$ cat src/rtl/hazard_ctrl_pkg.sv
// Shared encodings for the pipeline hazard sequencer: register/dest-source
// widths, writeback source codes and the sequencer state type.
package hazard_ctrl_pkg;

    localparam int unsigned REG_IDX_W  = 5;
    localparam int unsigned DEST_SRC_W = 2;

    localparam logic [DEST_SRC_W-1:0] DEST_SRC_ALU = 2'd0;
    localparam logic [DEST_SRC_W-1:0] DEST_SRC_MEM = 2'd1;
    localparam logic [DEST_SRC_W-1:0] DEST_SRC_PC4 = 2'd2;
    localparam logic [DEST_SRC_W-1:0] DEST_SRC_CSR = 2'd3;

    localparam int unsigned HC_ST_W = 1;

    typedef enum logic [HC_ST_W-1:0] {
        HC_RST = 1'b0,
        HC_RUN = 1'b1
    } hc_state_e;

endpackage

$ cat src/rtl/hazard_ctrl_sat_counter.sv
// Event counter that sticks at all-ones instead of wrapping.
module sat_counter #(
    parameter int unsigned W = 32
) (
    input  logic         clk,
    input  logic         resetn,
    input  logic         inc,
    output logic [W-1:0] q
);

    logic [W-1:0] cnt_q;
    logic [W-1:0] cnt_d;

    always_comb begin
        cnt_d = cnt_q;
        if (inc && (cnt_q != '1)) begin
            cnt_d = cnt_q + 1'b1;
        end
    end

    always_ff @(posedge clk) begin
        if (!resetn) begin
            cnt_q <= '0;
        end else begin
            cnt_q <= cnt_d;
        end
    end

    assign q = cnt_q;

endmodule

$ cat src/rtl/hazard_ctrl.sv
// Pipeline sequencer: post-reset flush, memory-wait stalls, branch flushes
// and load-use bubbles for the fe/id/ex/me/wb chain, plus event counters.
module hazard_ctrl
    import hazard_ctrl_pkg::*;
#(
    parameter int unsigned RESET_CYCLES = 4,
    parameter int unsigned MAX_WAIT     = 255,
    parameter int unsigned CNT_W        = 32
) (
    input  logic                  clk,
    input  logic                  resetn,
    input  logic [REG_IDX_W-1:0]  i_id_rs1,
    input  logic [REG_IDX_W-1:0]  i_id_rs2,
    input  logic                  i_id_rs1_en,
    input  logic                  i_id_rs2_en,
    input  logic [REG_IDX_W-1:0]  i_ex_dest_reg,
    input  logic [DEST_SRC_W-1:0] i_ex_dest_src,
    input  logic                  i_ex_branch_taken,
    input  logic                  i_me_busy,
    output logic                  o_fe_clr,
    output logic                  o_fe_stall,
    output logic                  o_id_clr,
    output logic                  o_id_stall,
    output logic                  o_ex_clr,
    output logic                  o_ex_stall,
    output logic                  o_me_clr,
    output logic                  o_me_stall,
    output logic                  o_wb_clr,
    output logic                  o_wb_stall,
    output logic                  o_rf_resetn,
    output logic                  o_redirect,
    output logic [CNT_W-1:0]      o_loaduse_cnt,
    output logic [CNT_W-1:0]      o_flush_cnt,
    output logic [CNT_W-1:0]      o_mwait_cnt,
    output logic                  o_mem_timeout
);

    localparam int unsigned RST_CNT_W = (RESET_CYCLES > 1) ? $clog2(RESET_CYCLES) : 1;
    localparam int unsigned WAIT_W    = $clog2(MAX_WAIT + 1);

    hc_state_e            state_q, state_d;
    logic [RST_CNT_W-1:0] rst_cnt_q, rst_cnt_d;
    logic [WAIT_W-1:0]    wait_q, wait_d;
    logic                 timeout_q, timeout_d;
    logic                 inc_loaduse, inc_flush, inc_mwait;
    logic                 loaduse_hit;

    // x0 is hardwired to zero, so a load targeting it can never feed a consumer.
    assign loaduse_hit = (i_ex_dest_src == DEST_SRC_MEM) && (i_ex_dest_reg != '0) &&
                         ((i_id_rs1_en && (i_id_rs1 == i_ex_dest_reg)) ||
                          (i_id_rs2_en && (i_id_rs2 == i_ex_dest_reg)));

    always_comb begin
        state_d     = state_q;
        rst_cnt_d   = rst_cnt_q;
        wait_d      = '0;
        timeout_d   = timeout_q;
        inc_loaduse = 1'b0;
        inc_flush   = 1'b0;
        inc_mwait   = 1'b0;
        o_fe_clr    = 1'b0;
        o_fe_stall  = 1'b0;
        o_id_clr    = 1'b0;
        o_id_stall  = 1'b0;
        o_ex_clr    = 1'b0;
        o_ex_stall  = 1'b0;
        o_me_clr    = 1'b0;
        o_me_stall  = 1'b0;
        o_wb_clr    = 1'b0;
        o_wb_stall  = 1'b0;
        o_rf_resetn = 1'b1;
        o_redirect  = 1'b0;

        case (state_q)
            HC_RUN: begin
                if (i_me_busy) begin
                    o_fe_stall = 1'b1;
                    o_id_stall = 1'b1;
                    o_ex_stall = 1'b1;
                    o_me_stall = 1'b1;
                    o_wb_clr   = 1'b1;
                    inc_mwait  = 1'b1;
                    // Timeout latches on the edge that brings the count to MAX_WAIT.
                    if (wait_q >= WAIT_W'(MAX_WAIT - 1)) begin
                        wait_d    = WAIT_W'(MAX_WAIT);
                        timeout_d = 1'b1;
                    end else begin
                        wait_d = wait_q + 1'b1;
                    end
                end else if (i_ex_branch_taken) begin
                    o_id_clr   = 1'b1;
                    o_ex_clr   = 1'b1;
                    o_redirect = 1'b1;
                    inc_flush  = 1'b1;
                end else if (loaduse_hit) begin
                    o_fe_stall  = 1'b1;
                    o_id_stall  = 1'b1;
                    o_ex_clr    = 1'b1;
                    inc_loaduse = 1'b1;
                end
            end
            default: begin
                o_fe_clr    = 1'b1;
                o_id_clr    = 1'b1;
                o_ex_clr    = 1'b1;
                o_me_clr    = 1'b1;
                o_wb_clr    = 1'b1;
                o_rf_resetn = 1'b0;
                if (rst_cnt_q == RST_CNT_W'(RESET_CYCLES - 1)) begin
                    state_d   = HC_RUN;
                    rst_cnt_d = '0;
                end else begin
                    rst_cnt_d = rst_cnt_q + 1'b1;
                end
            end
        endcase
    end

    always_ff @(posedge clk) begin
        if (!resetn) begin
            state_q   <= HC_RST;
            rst_cnt_q <= '0;
            wait_q    <= '0;
            timeout_q <= 1'b0;
        end else begin
            state_q   <= state_d;
            rst_cnt_q <= rst_cnt_d;
            wait_q    <= wait_d;
            timeout_q <= timeout_d;
        end
    end

    assign o_mem_timeout = timeout_q;

    sat_counter #(.W(CNT_W)) u_loaduse_cnt (
        .clk    (clk),
        .resetn (resetn),
        .inc    (inc_loaduse),
        .q      (o_loaduse_cnt)
    );

    sat_counter #(.W(CNT_W)) u_flush_cnt (
        .clk    (clk),
        .resetn (resetn),
        .inc    (inc_flush),
        .q      (o_flush_cnt)
    );

    sat_counter #(.W(CNT_W)) u_mwait_cnt (
        .clk    (clk),
        .resetn (resetn),
        .inc    (inc_mwait),
        .q      (o_mwait_cnt)
    );

endmodule

$ cat config.mk
export PLATFORM = sky130hd
export DESIGN_NAME = hazard_ctrl
export DESIGN_NICKNAME = d
export VERILOG_FILES = /design/src/rtl/hazard_ctrl_pkg.sv /design/src/rtl/hazard_ctrl_sat_counter.sv /design/src/rtl/hazard_ctrl.sv
export SDC_FILE = /design/constraint.sdc
export NUM_CORES = 1
export LEC_CHECK = 0
export CAP_MARGIN = 20
export CORE_ASPECT_RATIO = 0.6
export CORE_MARGIN = 1
export CORE_UTILIZATION = 50
export CTS_CLUSTER_SIZE = 8
export DETAILED_ROUTE_END_ITERATION = 6
export GPL_TIMING_DRIVEN = 0
export PLACE_DENSITY_LB_ADDON = 0.3
export SLEW_MARGIN = 20
export SYNTH_ARGS = -nofsm -noshare
export SYNTH_HDL_FRONTEND = slang
export SYNTH_SLANG_ARGS = --single-unit
$ cat constraint.sdc
create_clock -name clk -period 2.85 [get_ports clk]
set_clock_uncertainty 0.15 [all_clocks]
set_input_delay 0.57 -clock clk [delete_from_list [all_inputs] [get_ports clk]]
set_output_delay 0.57 -clock clk [all_outputs]
set_load 0.005 [all_outputs]
==> impl_metrics.yaml <==
synthesis:
  yosysWarningCount: 0
  synth.avg_cell_area_um2: 8.35
  ys_seq_area_frac: 0.394
  ys.flop_type: "sky130_fd_sc_hd__dfxtp_1"
  number_of_enable_type_register_cells_in_the_synthesized_netlist: 0
  netlist_area_um2: 5490
  synth_cell_types: 54
  postSynthCellCount: 657
  postSynthRegisterBits: 108
  syn_nets: 686
  synth_async_sr_flop_share: 0
power:
  power.total_w: 0.00300
  leakage_power_nw: 2.37
  vdd.ir_drop.worst_mv: 0.379
  power-per-cell-area_nw_per_um2: 412
placement:
  pre_cts_slack_ps: -495
  dpl_cell_area_um2: 6960
  hpwlAfterDp_um: 11800
  routabilityCongestion: 0.959
  port-buffer-count: 130
clock_tree:
  cts_inserted_buffers: 9
  clock_tree.root_cell: "sky130_fd_sc_hd__clkbuf_16"
  cts_tree: "done"
  clock_tree.buffer_depth: 2
  cts_sinks: 108
  worst_setup_hold_path_clk_slew_ps: 70
  htree_levels: 3
  insertion_delay_ps: 340
routing:
  drc_violations_left: 0
  detailedRoute.firstPassIterationCount: 5
  detail_route.vias_per_cell: 5.80
  wire_per_inst_um: 16.9
  num_vias: 5469
  ant_nets: 0
  drt_iter0_drc: 481
  routed_wl_um: 15900
layout:
  mostFrequentLayoutCells: "sky130_fd_sc_hd__clkdlybuf4s50_1, sky130_fd_sc_hd__dfxtp_1, sky130_fd_sc_hd__nor2_1"
  synthToLayoutAreaGrowth_pct: 32.8
  nNetsFinal: 828
  diodes: 0
  drive_above_1_share: 0.0858
  stdcell_area_um2: 7290
  post-route-util: 0.685
  layout_commonest_cell: "sky130_fd_sc_hd__clkdlybuf4s50_1"
status:
  failed_checks: "negative setup slack"
  result_of_the_run: "complete, but fails checks"
global_route:
  largest_net_degree_at_the_start_of_global_routing: 17
  grt_antenna_before_repair: 0
  grt_pass1_wl_um: 25800
  gr-usage-all-layers: 0.285
  first_global_vias: 5117
  gr-total-overflow: 0
sta:
  timing.slew.headroom: 0.546
  clock.fmax_mhz: 350
  rsz0062_at_grt: "true"
  report.final.setup_viol: 1
  period_needed_ps: 2850
  actual_slew_at_the_worst_max_slew_pin_ps: 678
  final-max-slew-violation-count: 0
  final.period_utilization: 1.00
  hold_ws_ps: 319
  finalHoldViolCount: 0
  setup_ws_ps: -3.87
critical_path:
  worst-endpoint-required_ps: 2970
  worst_r2r_startpoint: "u_loaduse_cnt.q[0]"
  worst-r2r-cell-count: 9
  critical_path_class: "in -> reg"
  end_kind: "register"
  critPathArrivalTime_ps: 2970
  crit_path_start_kind: "primary input"
  critPathMaxFanout: 10
  timing.critical_path.from: "i_id_rs1[2]"
floorplan:
  placementRows: 29
  io-pin-count: 132
  initial_core_utilization: 0.516
  core-area_um2: 10600
  die_h_um: 83.2
  die_width_um: 137
  dieArea_um2: 11400
worst_hold_path:
  whs_path_depth: 2
  hold_path.class: "reg -> reg"
  timing.hold.worst.start: "o_mem_timeout"
job:
  drv_cap: 0
[path summary, 6_finish.rpt]
check	endpoint	slack [ps]
worst max-delay path	u_loaduse_cnt.q[28]	-4
worst max register to register	u_loaduse_cnt.q[28]	120
worst min register to register	o_mem_timeout	320
worst min-delay path	o_mem_timeout	320
[cells by family (layout without fill, tap and decap cells)]
logic type,count (synthesis),after routing,synth area share
xor gates and xnor gates,63,63,0.101
adders and majority gates,6,6,0.0137
buffers and inverters,55,202,0.0470
muxes,7,7,0.0128
other,1,1,0.000683
DFF,108,108,0.394
AOI/OAI and AO/OA,102,102,0.110
and+or+nand+nor,315,315,0.322
[state kept, by name, indices dropped and copies added, names as in the netlist]
name	count
o_mem_timeout	1
rst_cnt_q	2
state_q	1
u_flush_cnt.q	32
u_loaduse_cnt.q	32
u_mwait_cnt.q	32
wait_q	8
[where the power goes]
part           leakage, nW  internal [W]  switching (W)
Sequential           0.870       0.00152     0.00000966
Clock                0.142      0.000732       0.000554
Combinational         1.36     0.0000916      0.0000979
[metrics by stage]
| step | cells | setup TNS (ps) |
|---|---|---|
| after floorplan | 657 | 0 |
| after global placement | 926 | -4420 |
| after detailed placement | 926 | -7810 |
| after CTS | 943 | 0 |
| after global routing | 943 | -116 |
| final | 943 | -3.87 |
[cell type report]
class	count	area [µm²]
inverter	19	77.6
tap	139	174
clock inverter	3	45.0
fill	838	3350
clock buffer	13	260
timing repair buffer	131	1300
sequential	108	2160
buffer	36	180
multi-input combinational	494	3090
[layer usage]
layer / vias up / global-route usage / share of wire
li1: 2636 / - / -
met2: 230 / 0.429 / 0.45
met1: 2587 / 0.416 / 0.47
met4: 0 / 0.0639 / 0.0095
met5: - / 0 / 0
met3: 16 / 0.0586 / 0.070
[synthesized netlist by cell type, drive strengths merged, types with 7 or more instances]
cell | instances | area share
dfxtp | 108 | 0.39
nor2 | 69 | 0.047
nand2 | 45 | 0.031
nand3 | 45 | 0.042
nand4 | 44 | 0.058
o21ai | 37 | 0.034
a21oi | 34 | 0.031
xor2 | 32 | 0.051
xnor2 | 31 | 0.049
or3 | 29 | 0.033
nor3 | 20 | 0.026
buf | 18 | 0.021
clkbuf | 18 | 0.012
nor4 | 18 | 0.024
inv | 17 | 0.012
and3 | 13 | 0.015
and4 | 8 | 0.013
mux2i | 7 | 0.013
[timing repair]
action,in CTS,in global routing
hold buffers,0,0
pin swaps,8,5
gates resized for setup,18,7
cloned,0,0
setup buffers,1,0
setup endpoints to repair,5,6
[critical path: stages]
cell and delay (ps):
sky130_fd_sc_hd__clkdlybuf4s50_1 470, sky130_fd_sc_hd__xnor2_1 110, sky130_fd_sc_hd__nand4_1 180, sky130_fd_sc_hd__o22ai_2 250, sky130_fd_sc_hd__buf_4 150, sky130_fd_sc_hd__nand3_1 140
sky130_fd_sc_hd__clkbuf_1 330, sky130_fd_sc_hd__nor4_1 540, sky130_fd_sc_hd__mux2i_1 220
(Power assumes the default switching activity.)
